===== src/rtl/program_loader.sv =====
// Byte-stream program loader: assembles instruction words and writes them into program memory,
// holding the CPU until done. Define PROGRAM_LOADER_CHECKSUM_EN for a trailing XOR checksum byte.
module program_loader #(
    parameter int unsigned O_SIZE = 6,
    parameter int unsigned R_SIZE = 3,
    parameter int unsigned N      = 8,
    parameter int unsigned P_SIZE = 5,
    localparam int unsigned I_SIZE = O_SIZE + R_SIZE + N,
    localparam int unsigned BPW    = (I_SIZE + 7) / 8
) (
    input  logic              clk,
    input  logic              reset,
    input  logic [7:0]        byteIn,
    input  logic              byteValid,
    output logic              byteAck,
    output logic              pmWriteEn,
    output logic [P_SIZE-1:0] pmWriteAddr,
    output logic [I_SIZE-1:0] pmWriteData,
    output logic              cpuHold,
    output logic              loadDone,
    output logic              loadError
);

    localparam int unsigned SW = BPW * 8;
    localparam int unsigned IW = (BPW > 1) ? $clog2(BPW) : 1;

    typedef enum logic [2:0] {
        StLoadCount,
        StLoadByte,
        StWrite,
        StDone,
        StError
`ifdef PROGRAM_LOADER_CHECKSUM_EN
        , StCheck
`endif
    } state_t;

    state_t            state_q;
    logic              prev_valid_q;
    logic [IW-1:0]     idx_q;
    logic [SW-1:0]     shift_q;
    logic [SW-1:0]     shift_next;
    logic [P_SIZE-1:0] last_addr_q;
    logic              accept;
    logic              count_too_big;
`ifdef PROGRAM_LOADER_CHECKSUM_EN
    logic [7:0]        xor_q;
`endif

    always_comb begin
        accept = 1'b0;
        if (byteValid && !prev_valid_q) begin
            case (state_q)
                StLoadCount, StLoadByte: accept = 1'b1;
`ifdef PROGRAM_LOADER_CHECKSUM_EN
                StCheck:                 accept = 1'b1;
`endif
                default:                 accept = 1'b0;
            endcase
        end
    end

    assign shift_next    = (shift_q << 8) | SW'(byteIn);
    assign count_too_big = {24'd0, byteIn} > (32'd1 << P_SIZE);

    always_ff @(posedge clk) begin
        if (reset) begin
            state_q      <= StLoadCount;
            prev_valid_q <= 1'b0;
            idx_q        <= '0;
            shift_q      <= '0;
            last_addr_q  <= '0;
            byteAck      <= 1'b0;
            pmWriteEn    <= 1'b0;
            pmWriteAddr  <= '0;
            pmWriteData  <= '0;
            cpuHold      <= 1'b1;
            loadDone     <= 1'b0;
            loadError    <= 1'b0;
`ifdef PROGRAM_LOADER_CHECKSUM_EN
            xor_q        <= '0;
`endif
        end else begin
            prev_valid_q <= byteValid;
            byteAck      <= accept;
            pmWriteEn    <= 1'b0;
            case (state_q)
                StLoadCount: begin
                    if (accept) begin
                        if (count_too_big) begin
                            state_q   <= StError;
                            loadError <= 1'b1;
                        end else begin
                            // A count of zero means the full memory.
                            last_addr_q <= (byteIn == 8'd0) ? '1 : P_SIZE'(byteIn - 8'd1);
                            state_q     <= StLoadByte;
                        end
                    end
                end
                StLoadByte: begin
                    if (accept) begin
                        shift_q <= shift_next;
`ifdef PROGRAM_LOADER_CHECKSUM_EN
                        xor_q   <= xor_q ^ byteIn;
`endif
                        if (idx_q == IW'(BPW - 1)) begin
                            idx_q       <= '0;
                            state_q     <= StWrite;
                            pmWriteEn   <= 1'b1;
                            pmWriteData <= shift_next[I_SIZE-1:0];
                        end else begin
                            idx_q <= idx_q + IW'(1);
                        end
                    end
                end
                StWrite: begin
                    if (pmWriteAddr == last_addr_q) begin
`ifdef PROGRAM_LOADER_CHECKSUM_EN
                        state_q  <= StCheck;
`else
                        state_q  <= StDone;
                        cpuHold  <= 1'b0;
                        loadDone <= 1'b1;
`endif
                    end else begin
                        pmWriteAddr <= pmWriteAddr + P_SIZE'(1);
                        state_q     <= StLoadByte;
                    end
                end
`ifdef PROGRAM_LOADER_CHECKSUM_EN
                StCheck: begin
                    if (accept) begin
                        if (byteIn == xor_q) begin
                            state_q  <= StDone;
                            cpuHold  <= 1'b0;
                            loadDone <= 1'b1;
                        end else begin
                            state_q   <= StError;
                            loadError <= 1'b1;
                        end
                    end
                end
`endif
                default: ;
            endcase
        end
    end

endmodule


===== config.mk =====
export PLATFORM = sky130hd
export DESIGN_NAME = program_loader
export DESIGN_NICKNAME = d
export VERILOG_FILES = /design/src/rtl/program_loader.sv
export SDC_FILE = /design/constraint.sdc
export NUM_CORES = 1
export LEC_CHECK = 0
export ABC_CLOCK_PERIOD_IN_PS = 1900
export BUFFER_PORTS_ARGS = -buffer_cell sky130_fd_sc_hd__buf_2
export CORE_UTILIZATION = 29
export CTS_CLUSTER_DIAMETER = 40
export CTS_CLUSTER_SIZE = 14
export DETAILED_ROUTE_END_ITERATION = 6
export PLACE_DENSITY = 0.49
export SYNTH_ARGS = -nofsm -noshare
export SYNTH_HDL_FRONTEND = slang
export SYNTH_SLANG_ARGS = --single-unit
export TNS_END_PERCENT = 30

===== constraint.sdc =====
create_clock -name clk -period 1.9 [get_ports clk]
set_input_delay 0.19 -clock clk [delete_from_list [all_inputs] [get_ports clk]]
set_output_delay 0.19 -clock clk [all_outputs]
set_load 0.01 [all_outputs]

Yosys cells after proc, flatten, opt, wreduce, memory -nomap -nowiden:

Index checks and enable logic that the tools add are counted.

* add/subtract/negate cells: 3
* magnitude comparators: 1
* equal/unequal tests: 7
* multiplexer cells: 11
* bitwise operators: 5
* reduce and logical (&&, ||, !) cells: 14

Operators with widths (number)
* $or A17 B8 Y17: 1
* $mux W3: 4
* $pmux W3 S3: 1
* $reduce_and A3 Y1: 3
* $gt A8 B6 Y1 const B: 1
* $logic_not A8 Y1: 1
* $ne A2 B2 Y1 const B: 3
* $reduce_and A2 Y1: 3
* $add A5 B1 Y5 const B: 1
* $eq A5 B5 Y1: 1
* $mux W5: 1
* $sub A5 B1 Y5 const B: 1
* $mux W2: 2
* $not A1 Y1: 4
* $reduce_and A4 Y1: 1
* $eq A3 B1 Y1 const B: 1
* $eq A3 B2 Y1 const B: 1
* $logic_not A3 Y1: 1
* $mux W1: 3
* $reduce_bool A3 Y1: 1
* $reduce_or A3 Y1: 1
* $add A2 B1 Y2 const B: 1
* $eq A2 B2 Y1 const B: 1
* $reduce_or A2 Y1: 1
* other kinds (2): 2

* bits in registers: 47
* input port bits: 11
* output and inout port bits: 27
* logic and storage cells: 53

Depth between registers and ports, before layout:

Gate-level depths: netlist of run 1.

* depth in word-level cells: 6
* gate-level depth with buffers: 6
* depth with buffers taken out: 6

Worst setup path before layout of run 1:

OpenSTA, ideal clock, no wires.

* kind: input port to flip-flop
* start point: input byteIn[0]
* end point: register last_addr_q[1]
* library setup time: 0.079 ns
* arrival time: 1.620 ns
* required time: 1.821 ns
* path slack: 0.201 ns
* stages: 6
* path buffers: 0
* cell sequence: inv_1 -> ha_1 -> or4b_4 -> a2111oi_4 -> nor2_1 -> a211oi_2

* longest elaborated chain between the ends: 3
* elaborated cells between the ends (all ways): 6
* classes of those cells: add/sub (1); order compare (1); mux (1); bitwise (1); reduce/logical (2)

Ends and longest elaborated chain
* from (decl): line 13 `input logic [7:0] byteIn,`
* $gt A8 B6 Y1: line 64 `assign count_too_big = {24'd0, byteIn} > (32'd1 << P_SIZE);`
* $not A1 Y1 (no source line)
* $reduce_and A3 Y1 (no source line)
* to (signal assigned): line 95 `last_addr_q <= (byteIn == 8'd0) ? '1 : P_SIZE'(byteIn - 8'd1);`
* to (decl): line 43 `logic [P_SIZE-1:0] last_addr_q;`

Parallel ways exist; a longest one is shown, timed or not.
A chain may end at the register's enable or synchronous reset.

Worst setup path in the final report of run 1:

* start point: register state_q[1]
* end point: register last_addr_q[4]

* longest elaborated chain between the ends: 5
* elaborated cells between the ends (all ways): 6
* classes of those cells: eq/ne (1); mux (2); reduce/logical (3)

Ends and longest elaborated chain
* from (decl): line 38 `state_t state_q;`
* from (signal assigned): line 68 `state_q <= StLoadCount;`
* from (signal assigned): line 91 `state_q <= StError;`
* from (signal assigned): line 96 `state_q <= StLoadByte;`
* $eq A3 B1 Y1 / $logic_not A3 Y1 (equally long branches): line 53, 87
* $reduce_or A2 Y1: line 53 `case (state_q)`
* $mux W1: line 53
* $mux W1: line 52 `if (byteValid && !prev_valid_q) begin`
* $reduce_and A3 Y1 (no source line) (*)

Every way passes the cells marked *; elsewhere a longest branch is shown, timed or not.

==> results of run 1 <==
==> worst reg2reg max path, delay by kind of cell (launching register included) <==
family | cells | cell delay, ns
AOI/OAI and AO/OA | 1 | 0.37
buffers and inverters | 1 | 0.19
DFF | 1 | 0.37
and+or+nand+nor | 3 | 0.75
==> cell usage in the layout, fill, tap and decap left out, types with 2 or more instances in the layout <==
master,n
nand2b_1,3
nor2_1,31
mux2_2,4
or2_2,2
nand2_1,12
nor3_1,7
buf_2,37
nor4_1,5
buf_4,12
inv_1,6
nand3_1,11
mux2i_1,18
nand4_1,2
xor2_1,8
nor2b_1,6
a21oi_1,19
nor3b_1,3
ha_1,3
clkbuf_8,6
dfxtp_1,47
==> layout make-up <==
cell class,instances,share of cell area [%]
clock buffers,6,3.434
flip-flops and latches,47,39.13
well taps,77,4.006
clock inverters,2,0.6764
multi-input cells,146,39.54
repair buffers,50,12.28
inverters,6,0.9365
==> cells by family after synthesis <==
family,Yosys count,synth area share [%]
simple gates,87,22.58
fa+ha+maj,3,1.913
compound gates,25,8.483
xor+xnor,9,4.018
buf+inv,18,3.571
flops,47,47.96
mux,22,11.48
==> final timing paths <==
| check | from | endpoint | slack (ns) | depth (start not counted) |
|---|---|---|---|---|
| worst max-delay path | state_q[1] | last_addr_q[4] | 0.16 | 5 |
| worst min-delay path | byteValid | prev_valid_q | 0.14 | 2 |
| worst max register to register | state_q[1] | last_addr_q[4] | 0.16 | 5 |
| worst min register to register | loadError | loadError | 0.45 | 2 |
==> where the power goes <==
part           switching, mW  internal (mW)
Combinational         0.0819         0.0572
Sequential           0.00949          0.996
Clock                  0.350          0.297
Total                  0.442           1.35
==> state kept, by name (all words and copies together), names as in the netlist <==
register	count
prev_valid_q	1
byteAck	1
state_q	3
loadDone	1
pmWriteAddr	5
idx_q	2
loadError	1
last_addr_q	5
pmWriteData	17
shift_q	9
pmWriteEn	1
cpuHold	1
==> routing by layer <==
layer | wire length (um) | global-route usage [%] | vias up
met2 | 1902 | 20.04 | 33
met5 | 0 | 0 | -
met1 | 2095 | 16.66 | 742
met3 | 240 | 4.720 | 7
met4 | 63 | 3.918 | 0
li1 | - | - | 815
==> through the flow <==
| step | utilization, % | setup WS (ns) | power [mW] |
|---|---|---|---|
| 6_report | 37.44 | 0.1615 | 1.792 |
| 5_1_grt | 37.44 | 0.04133 | 1.878 |
| 4_1_cts | 37.44 | 0.1315 | 1.829 |
| 3_5_place_dp | 35.90 | 0.01093 | 1.170 |
| 3_3_place_gp | 35.90 | 0.06088 | 1.170 |
| 2_1_floorplan | - | 0.2007 | 1.101 |
==> metrics.md, run 1 <==
| Metric | Value |
|---|---|
| Outcome | `complete, but fails checks` |
| Failing checks | `DRC` |
| Clock skew | `0.004669 ns` |
| CP endpoint kind | `flip-flop` |
| Slew HR | `74.61%` |
| Synthesis-stage register bit count | `47` |
| # IOs | `38` |
| Final min period | `1.739 ns` |
| Number of distinct library cells after synthesis | `32` |
| Top cells by area, synth | `dfxtp_1, mux2i_1, nor2_1` |
| Hold-fix buffers, CTS | `0` |
| Mapped Avg Cell Area | `9.298 sq um` |
| RSZ-0062 raised after global routing | `false` |
| PortBufs | `37` |
| CP required | `2.14 ns` |
| Post-route ant nets | `0` |
| DR WL/cell | `12.88 um` |
| Post-DP HPWL | `3.058 mm` |
| Area after DPL | `2306 sq um` |
| Synth top cells by count | `dfxtp_1, nor2_1, a21oi_1, mux2i_1, nand2_1` |
| DR iter-0 viols | `54` |
| Row Count | `29` |
| Root Buffer | `clkbuf_8` |
| Setup Buffers After CTS | `0` |
| Dominant synthesized flop cell | `dfxtp_1` |
| Worst-path cell with the longest stage delay | `or4b_1` |
| Via count | `1597` |
| Top-count cell post-synth | `dfxtp_1` |
| P_leak | `1.131 nW` |
| CTS tree | `yes` |
| DIE HEIGHT | `84.25 um` |
| Die area | `7098 sq um` |
| EDFF count, synth | `0` |
| Period utilization | `91.50%` |
| Pins Over Slew Limit | `0` |
| Clk sink count | `47` |
| Nets@finish | `270` |
| First-pass GRT wire length | `7.127 mm` |
| Hold Fails Final Rpt | `0` |
| Finished Layout Cells | `334` |
| DRT Wirelength | `4.301 mm` |
| Final instance area | `2405 sq um` |
| YS warnings | `0` |
| Sequential area share after synthesis | `47.96%` |
| Cell count after placement | `326` |
| WP data arrival | `1.97 ns` |
| Share of cells above drive strength 1 | `26.46%` |
| PD cells | `745.3 nW/um^2` |
| Worst skew pair latency | `0.30 ns` |
| Maximum vdd drop | `0.2194 mV` |
| DR DRC count | `10` |
| Syn_nets | `225` |
| Async set-or-reset flop fraction in the synthesized netlist | `0%` |
| Sum of negative setup slack | `0 ns` |
| Die width | `84.25 um` |
| WS Path Type | `reg2reg` |
| Num CTS Buffers | `5` |
| Critical-path cell list | `or4b_1, a2111oi_4, buf_4, nor2_1, nor3_1` |
| Worst min path class | `in2reg` |
| Placer Congestion | `0.7248` |
| Via density | `4.781` |
| Reg area | `940.9 sq um` |
| WHS | `0.1433 ns` |
| Crit-path max FO | `6` |
| Antenna Cells | `0` |
| Setup violators final | `0` |
| Initial core utilization | `30.55%` |
| Fmax | `575.2 MHz` |
| GRT Total Usage | `12.88%` |
| Worst Tran Pin Value | `0.3775 ns` |
| Vias in the first global route | `1442` |
| Fillers | `674` |
| Post-synth top area share | `47.96%` |
| Core area | `6422 sq um` |
| Total grt overflow | `0` |
| Initial antenna violation count | `0` |
| Largest net degree at the start of global routing | `34` |
| CTS resizes | `0` |
| Number of max-cap violations | `0` |
| Crit path max-delay family | `simple AND/OR/NAND/NOR gates` |
| Post-Synthesis Cell Area | `1962 sq um` |
| Gate count of the mapped netlist | `211` |
| Router iterations before antenna repair | `6` |
| Clk slew on worst S/H paths | `0.09 ns` |
| # H-tree levels | `2` |
| Post-synth top area cell | `dfxtp_1` |
| Slowest cell delay on critical path | `0.60 ns` |
| CP startpoint kind | `flip-flop` |
| Multi-input gate area | `950.9 sq um` |
| Area delta synth->final | `22.58%` |
| Deepest clock path buffer count | `2` |
| Buf/Inv on CP | `1` |
(Power assumes the default switching activity.)
==> run 2: changes to the inputs <==
--- a/config.mk
+++ b/config.mk
@@ -5,6 +5,7 @@
 export SDC_FILE = /design/constraint.sdc
 export NUM_CORES = 1
 export LEC_CHECK = 0
+export ABC_AREA = 1
 export ABC_CLOCK_PERIOD_IN_PS = 1900
 export BUFFER_PORTS_ARGS = -buffer_cell sky130_fd_sc_hd__buf_2
 export CORE_UTILIZATION = 29
@@ -12,6 +13,7 @@
 export CTS_CLUSTER_SIZE = 14
 export DETAILED_ROUTE_END_ITERATION = 6
 export PLACE_DENSITY = 0.49
+export SLEW_MARGIN = 25
 export SYNTH_ARGS = -nofsm -noshare
 export SYNTH_HDL_FRONTEND = slang
 export SYNTH_SLANG_ARGS = --single-unit
==> metrics.md, run 2 <==
| Metric | Value |
|---|---|
| Outcome | `complete, no violations` |
| Deepest clock path buffer count | `2 (unchanged)` |
| Via count | `1703 (+6.6%)` |
| Post-synth top area cell | `dfxtp_1` |
| Core area | `6794 sq um (+5.8%)` |
| Nets@finish | `309 (+14%)` |
| Num CTS Buffers | `5 (unchanged)` |
| Fillers | `728 (+8.0%)` |
| Sequential area share after synthesis | `45.91% (-2.0 points)` |
| Hold Fails Final Rpt | `0 (unchanged)` |
| PortBufs | `37 (unchanged)` |
| Router iterations before antenna repair | `4 (-2)` |
| YS warnings | `0 (unchanged)` |
| WS Path Type | `reg2reg` |
| Root Buffer | `clkbuf_8` |
| DR iter-0 viols | `46 (-15%)` |
| Clock skew | `0.007413 ns (+0.002743 ns)` |
| Biggest regs | `pmWriteData: 17 flops, shift_q: 9 flops` |
| Worst Tran Pin Value | `0.4548 ns (+0.07730 ns)` |
| Crit path max-delay family | `simple AND/OR/NAND/NOR gates` |
| Async set-or-reset flop fraction in the synthesized netlist | `0% (unchanged)` |
| First-pass GRT wire length | `7.755 mm (+8.8%)` |
| Total grt overflow | `0 (unchanged)` |
| Via density | `4.344 (-9.1%)` |
| Vias in the first global route | `1667 (+16%)` |
| Critical-path cell list | `nand3_4, nor2_8, nand2_4, nand2_1, a21oi_1` |
| Placer Congestion | `0.6931 (-4.4%)` |
| Fmax | `698.9 MHz (+21%)` |
| Post-route ant nets | `0 (unchanged)` |
| Antenna Cells | `0 (unchanged)` |
| Maximum vdd drop | `0.2821 mV (+29%)` |
| Number of max-cap violations | `0 (unchanged)` |
| CTS resizes | `0 (unchanged)` |
| Post-DP HPWL | `3.185 mm (+4.2%)` |
| Setup ws final | `0.4691 ns (+0.3076 ns)` |
| Cell count after placement | `384 (+18%)` |
| Most frequent cells in the layout | `dfxtp_1, nand2_1, buf_2` |
| Setup violators final | `0 (unchanged)` |
| Largest net degree at the start of global routing | `33 (-2.9%)` |
| Finished Layout Cells | `392 (+17%)` |
| Tot Pwr | `2.271 mW (+27%)` |
| GRT Total Usage | `13.28% (+0.41 points)` |
| Mapped Avg Cell Area | `7.944 sq um (-15%)` |
| Die area | `7407 sq um (+4.4%)` |
| CP startpoint kind | `flip-flop` |
| Worst-path cell with the longest stage delay | `dfxtp_1` |
| DIE HEIGHT | `86.07 um (+2.2%)` |
| Initial core utilization | `30.17% (-0.38 points)` |
| Crit-path max FO | `30 (+24)` |
| DRT Wirelength | `4.445 mm (+3.3%)` |
| DR DRC count | `0 (-10)` |
| PD cells | `934.4 nW/um^2 (+25%)` |
| Share of cells above drive strength 1 | `24.66% (-1.8 points)` |
| Place WS | `0.4448 ns (+0.4339 ns)` |
| Slew HR | `69.65% (-5.0 points)` |
| WHS | `0.1243 ns (-0.01901 ns)` |
| Period utilization | `75.31% (-16 points)` |
| Buf/Inv on CP | `0 (-1)` |
| Post-Synthesis Cell Area | `2049 sq um (+4.5%)` |
| Number of distinct library cells after synthesis | `29 (-9.4%)` |
| Final Util | `35.76% (-1.7 points)` |
| Top-count cell post-synth | `dfxtp_1` |
| Area delta synth->final | `18.56%` |
| Hold-fix buffers, CTS | `0 (unchanged)` |
| Synth top cells by count | `dfxtp_1, nand2_1, a21oi_1, nand3_1, inv_1` |
| Final instance area | `2430 sq um (+1.0%)` |
| Worst skew pair latency | `0.30 ns (about the same)` |
| Clk sink count | `47 (unchanged)` |
| Slowest cell delay on critical path | `0.42 ns (-0.18 ns)` |
| Sum of negative setup slack | `0 ns (unchanged)` |
| Synthesis-stage register bit count | `47 (unchanged)` |
| P_leak | `1.055 nW (-6.7%)` |
| Final min period | `1.431 ns (-0.3076 ns)` |
| Area after DPL | `2312 sq um (+0.27%)` |
| RSZ-0062 raised after global routing | `false` |
| Worst min path class | `in2reg` |
| DR WL/cell | `11.34 um (-12%)` |
| EDFF count, synth | `0 (unchanged)` |
| Post-synth top area share | `45.91% (-2.0 points)` |
| Setup Buffers After CTS | `0 (unchanged)` |
| Biggest register | `pmWriteData` |
| CP required | `2.08 ns (-0.06 ns)` |
| Clk slew on worst S/H paths | `0.09 ns (about the same)` |
| Row Count | `30 (+3.4%)` |
| CP endpoint kind | `flip-flop` |
| Initial antenna violation count | `0 (unchanged)` |
| WP data arrival | `1.61 ns (-0.36 ns)` |
| Top cells by area, synth | `dfxtp_1, nand2_1, a21oi_1` |
| Die width | `86.07 um (+2.2%)` |
| Syn_nets | `272 (+21%)` |
| Max reg flops | `17 (unchanged)` |
| Pins Over Slew Limit | `0 (unchanged)` |
| # IOs | `38 (unchanged)` |
| Gate count of the mapped netlist | `258 (+22%)` |
| Most common cell after layout, fill and taps aside | `dfxtp_1` |
| # H-tree levels | `2 (unchanged)` |
| CTS tree | `yes` |
| Dominant synthesized flop cell | `dfxtp_1` |
-- run 2: cell types whose count changed in the layout (fill, tap and decap cells not counted), sizes merged, moves of 5 or more --
| cell | change |
|---|---|
| inv | +22 |
| a21oi | +16 |
| nand3 | +12 |
| o21ai | +16 |
| nand2 | +37 |
| nor2b | -6 |
| buf | -10 |
| nor2 | -5 |
| nor4 | -5 |
| mux2i | -18 |
-- run 2: final cells by class --
type	instances	area, sq um	area share (%)
repair buffers	40	207.7	8.548
multi-input cells	173	938.4	38.62
inverters	28	105.1	4.325
well taps	96	120.1	4.943
flip-flops and latches	47	940.9	38.72
clock buffers	6	82.58	3.399
clock inverters	2	35.03	1.442
-- run 2: path summary, 6_finish.rpt --
check | startpoint | endpoint | slack [ns] | cells past startpoint
max | state_q[0] | pmWriteData[3] | 0.47 | 5
min | byteValid | prev_valid_q | 0.12 | 3
max reg2reg | state_q[0] | pmWriteData[3] | 0.47 | 5
min reg2reg | loadDone | loadDone | 0.45 | 2
-- run 2: tightest hold or removal path, cell delays in order --
cell	delay (ns)
buf_2	0.10
inv_2	0.05
nor2_1	0.04
-- run 2: routing by layer --
layer  global-route usage [%]  part of all wire [%]
met1                    17.35                    51
met2                    21.43                    45
met3                    3.176                   3.1
met5                        0                     0
met4                    4.545                   1.3
-- run 2: cells by family after synthesis --
kind of cell / share of synthesized area (%)
buf+inv: 8.303
xor+xnor: 2.992
fa+ha+maj: 1.832
compound gates: 13.86
simple gates: 27.11
flops: 45.91
-- run 2: where the power goes --
group,total [mW],internal (mW),switching (mW)
clock,0.763,0.426,0.337
sequential,1.10,1.05,0.0470
combinational,0.407,0.137,0.270
total,2.27,1.62,0.654
==> run 3: changes to the inputs <==
--- a/config.mk
+++ b/config.mk
@@ -6,13 +6,13 @@
 export NUM_CORES = 1
 export LEC_CHECK = 0
 export ABC_AREA = 1
-export ABC_CLOCK_PERIOD_IN_PS = 1900
+export ABC_CLOCK_PERIOD_IN_PS = 1200
 export BUFFER_PORTS_ARGS = -buffer_cell sky130_fd_sc_hd__buf_2
 export CORE_UTILIZATION = 29
 export CTS_CLUSTER_DIAMETER = 40
 export CTS_CLUSTER_SIZE = 14
 export DETAILED_ROUTE_END_ITERATION = 6
-export PLACE_DENSITY = 0.49
+export PLACE_DENSITY = 0.51
 export SLEW_MARGIN = 25
 export SYNTH_ARGS = -nofsm -noshare
 export SYNTH_HDL_FRONTEND = slang
==> constraint.sdc (replaced) <==
create_clock -name clk -period 1.2 [get_ports clk]
set_input_delay 0.12 -clock clk [delete_from_list [all_inputs] [get_ports clk]]
set_output_delay 0.12 -clock clk [all_outputs]
set_load 0.01 [all_outputs]
==> metrics.md, run 3 (same netlist as run 2, synthesis figures left out) <==
| Metric | Value |
|---|---|
| Biggest register | `pmWriteData` |
| WHS | `0.04287 ns (-0.08145 ns)` |
| Worst Tran Pin Value | `0.4640 ns (+0.009189 ns)` |
| Die area | `7407 sq um (unchanged)` |
| Initial core utilization | `30.17% (unchanged)` |
| GRT Total Usage | `13.48% (+0.19 points)` |
| WS Path Type | `reg2reg` |
| P_leak | `1.264 nW (+20%)` |
| Fillers | `705 (-3.2%)` |
| Pins Over Slew Limit | `0 (unchanged)` |
| Worst-path cell with the longest stage delay | `dfxtp_4` |
| Critical-path cell list | `inv_4, nand3_4, buf_6, o21ai_2, o21ai_2, nor3b_2, nor2_1` |
| Slew HR | `69.03% (-0.61 points)` |
| Setup violators final | `13 (+13)` |
| Share of cells above drive strength 1 | `47.27% (+23 points)` |
| Clock network power share | `30.3% (-3.3 points)` |
| Core area | `6794 sq um (unchanged)` |
| Comb pwr share | `25.2% (+7.3 points)` |
| Reg area | `964.7 sq um (+2.5%)` |
| Most frequent cells in the layout | `buf_2, dfxtp_1, nand2_1` |
| PortBufs | `37 (unchanged)` |
| Num CTS Buffers | `5 (unchanged)` |
| DR DRC count | `0 (unchanged)` |
| DIE HEIGHT | `86.07 um (unchanged)` |
| Largest net degree at the start of global routing | `33 (unchanged)` |
| Setup ws final | `-0.04573 ns (-0.5148 ns)` |
| # H-tree levels | `2 (unchanged)` |
| Via count | `1871 (+9.9%)` |
| Area after DPL | `2507 sq um (+8.4%)` |
| Hold Fails Final Rpt | `0 (unchanged)` |
| Total grt overflow | `0 (unchanged)` |
| DRT Wirelength | `4.896 mm (+10%)` |
| WP data arrival | `1.44 ns (-0.17 ns)` |
| Row Count | `30 (unchanged)` |
| Outcome | `complete, but fails checks` |
| Worst min path class | `in2reg` |
| CP startpoint kind | `flip-flop` |
| Deepest clock path buffer count | `2 (unchanged)` |
| Root Buffer | `clkbuf_8` |
| DR iter-0 viols | `28 (-39%)` |
| NetSw | `1.181 mW (+81%)` |
| # IOs | `38 (unchanged)` |
| Sum of negative setup slack | `-0.1886 ns (-0.1886 ns)` |
| Clk slew on worst S/H paths | `0.08 ns (about the same)` |
| Clk sink count | `47 (unchanged)` |
| RSZ-0062 raised after global routing | `true` |
| Final min period | `1.246 ns (-0.1852 ns)` |
| Cell count after placement | `410 (+6.8%)` |
| Initial antenna violation count | `0 (unchanged)` |
| Clock skew | `0.009611 ns (+0.002199 ns)` |
| DR WL/cell | `11.49 um (+1.4%)` |
| Post-DP HPWL | `3.382 mm (+6.2%)` |
| Via density | `4.392 (+1.1%)` |
| Number of max-cap violations | `0 (unchanged)` |
| Router iterations before antenna repair | `4 (unchanged)` |
| Failing checks | `setup timing` |
| Finished Layout Cells | `426 (+8.7%)` |
| Period utilization | `103.8% (+29 points)` |
| Vias in the first global route | `1660 (-0.42%)` |
| Nets@finish | `343 (+11%)` |
| Maximum vdd drop | `0.7230 mV (+160%)` |
| CP endpoint kind | `flip-flop` |
| Sw Share | `29.60% (+0.80 points)` |
| Crit-path max FO | `5 (-83%)` |
| Max reg flops | `17 (unchanged)` |
| Most common cell after layout, fill and taps aside | `buf_2` |
| PD cells | `1378 nW/um^2 (+47%)` |
| Area delta synth->final | `41.27%` |
| CTS tree | `yes` |
| Hold-fix buffers, CTS | `0 (unchanged)` |
| Slowest cell delay on critical path | `0.37 ns (-0.05 ns)` |
| Worst skew pair latency | `0.31 ns (about the same)` |
| CP required | `1.40 ns (-0.68 ns)` |
| Antenna Cells | `0 (unchanged)` |
| Placer Congestion | `0.7647 (+10%)` |
| First-pass GRT wire length | `7.831 mm (+0.98%)` |
| Sequential power share | `44.5% (-4.0 points)` |
| Multi-input gate area | `1099 sq um (+17%)` |
| CP dominant cell by count | `o21ai_2` |
| Fmax | `802.7 MHz (+15%)` |
| Biggest regs | `pmWriteData: 17 flops, shift_q: 9 flops` |
| Post-route ant nets | `0 (unchanged)` |
| Die width | `86.07 um (unchanged)` |
| Cell Int Power | `2.808 mW (+74%)` |
| Final instance area | `2895 sq um (+19%)` |
==> run 3: changes by cell type in the layout (fill, tap and decap cells not counted), sizes merged <==
cell and delta:
nor2 +1, buf +33
==> run 3: critical path: cells and delay by family, from the launching register on <==
family                 cells  cell delay [ns]
AOI/OAI and AO/OA          2             0.19
and+or+nand+nor            3             0.36
DFF                        1             0.37
buffers and inverters      2             0.22
==> run 3: metal layers <==
layer  part of all wire, %  GRT usage [%]  up-vias  wire (um)
li1                      -              -      983          -
met4                   1.2          4.545        0         59
met5                     0              0        -          0
met2                    53          22.80       25       2572
met1                    44          16.78      856       2132
met3                   2.7          3.176        7        132
==> run 3: final cells by class <==
cell class                      instances  share of cell area [%]
Clock buffer                            6                   2.852
Clock inverter                          2                   1.210
Inverter                               28                   3.889
Multi-Input combinational cell        174                   37.94
Sequential cell                        47                   33.32
Tap cell                               96                   4.149
Timing Repair Buffer                   73                   16.64
==> run 3: final timing paths <==
kind	cells after the start	slack (ns)	end	from
max	7	-0.05	state_q[0]	state_q[2]
min	3	0.04	prev_valid_q	byteValid
max reg2reg	7	-0.05	state_q[0]	state_q[2]
min reg2reg	2	0.44	cpuHold	cpuHold
==> run 3: power groups by stage <==
stage	sequential [mW]	clock [mW]	combinational [mW]
6_report	1.77	1.21	1.01
5_1_grt	1.79	1.32	1.11
4_1_cts	1.76	1.26	0.833
3_5_place_dp	1.78	0	0.783
3_3_place_gp	1.78	0	0.780
2_1_floorplan	1.78	0	0.509
==> run 3: per-stage QoR <==
stage | worst slack [ns] | power, mW | utilization [%]
after floorplan | 0.008142 | 2.287 | -
after global placement | -0.03783 | 2.559 | 36.91
after detailed placement | -0.04755 | 2.563 | 36.91
after CTS | -0.01703 | 3.846 | 39.15
after global routing | -0.1274 | 4.208 | 42.62
final | -0.04573 | 3.989 | 42.62
==> run 3: repair_timing <==
item	4_1_cts	5_1_grt
endpoints found under the setup margin	26	43
gates cloned	0	1
pin swaps	4	27
resized for setup	9	67
setup buffers	2	5
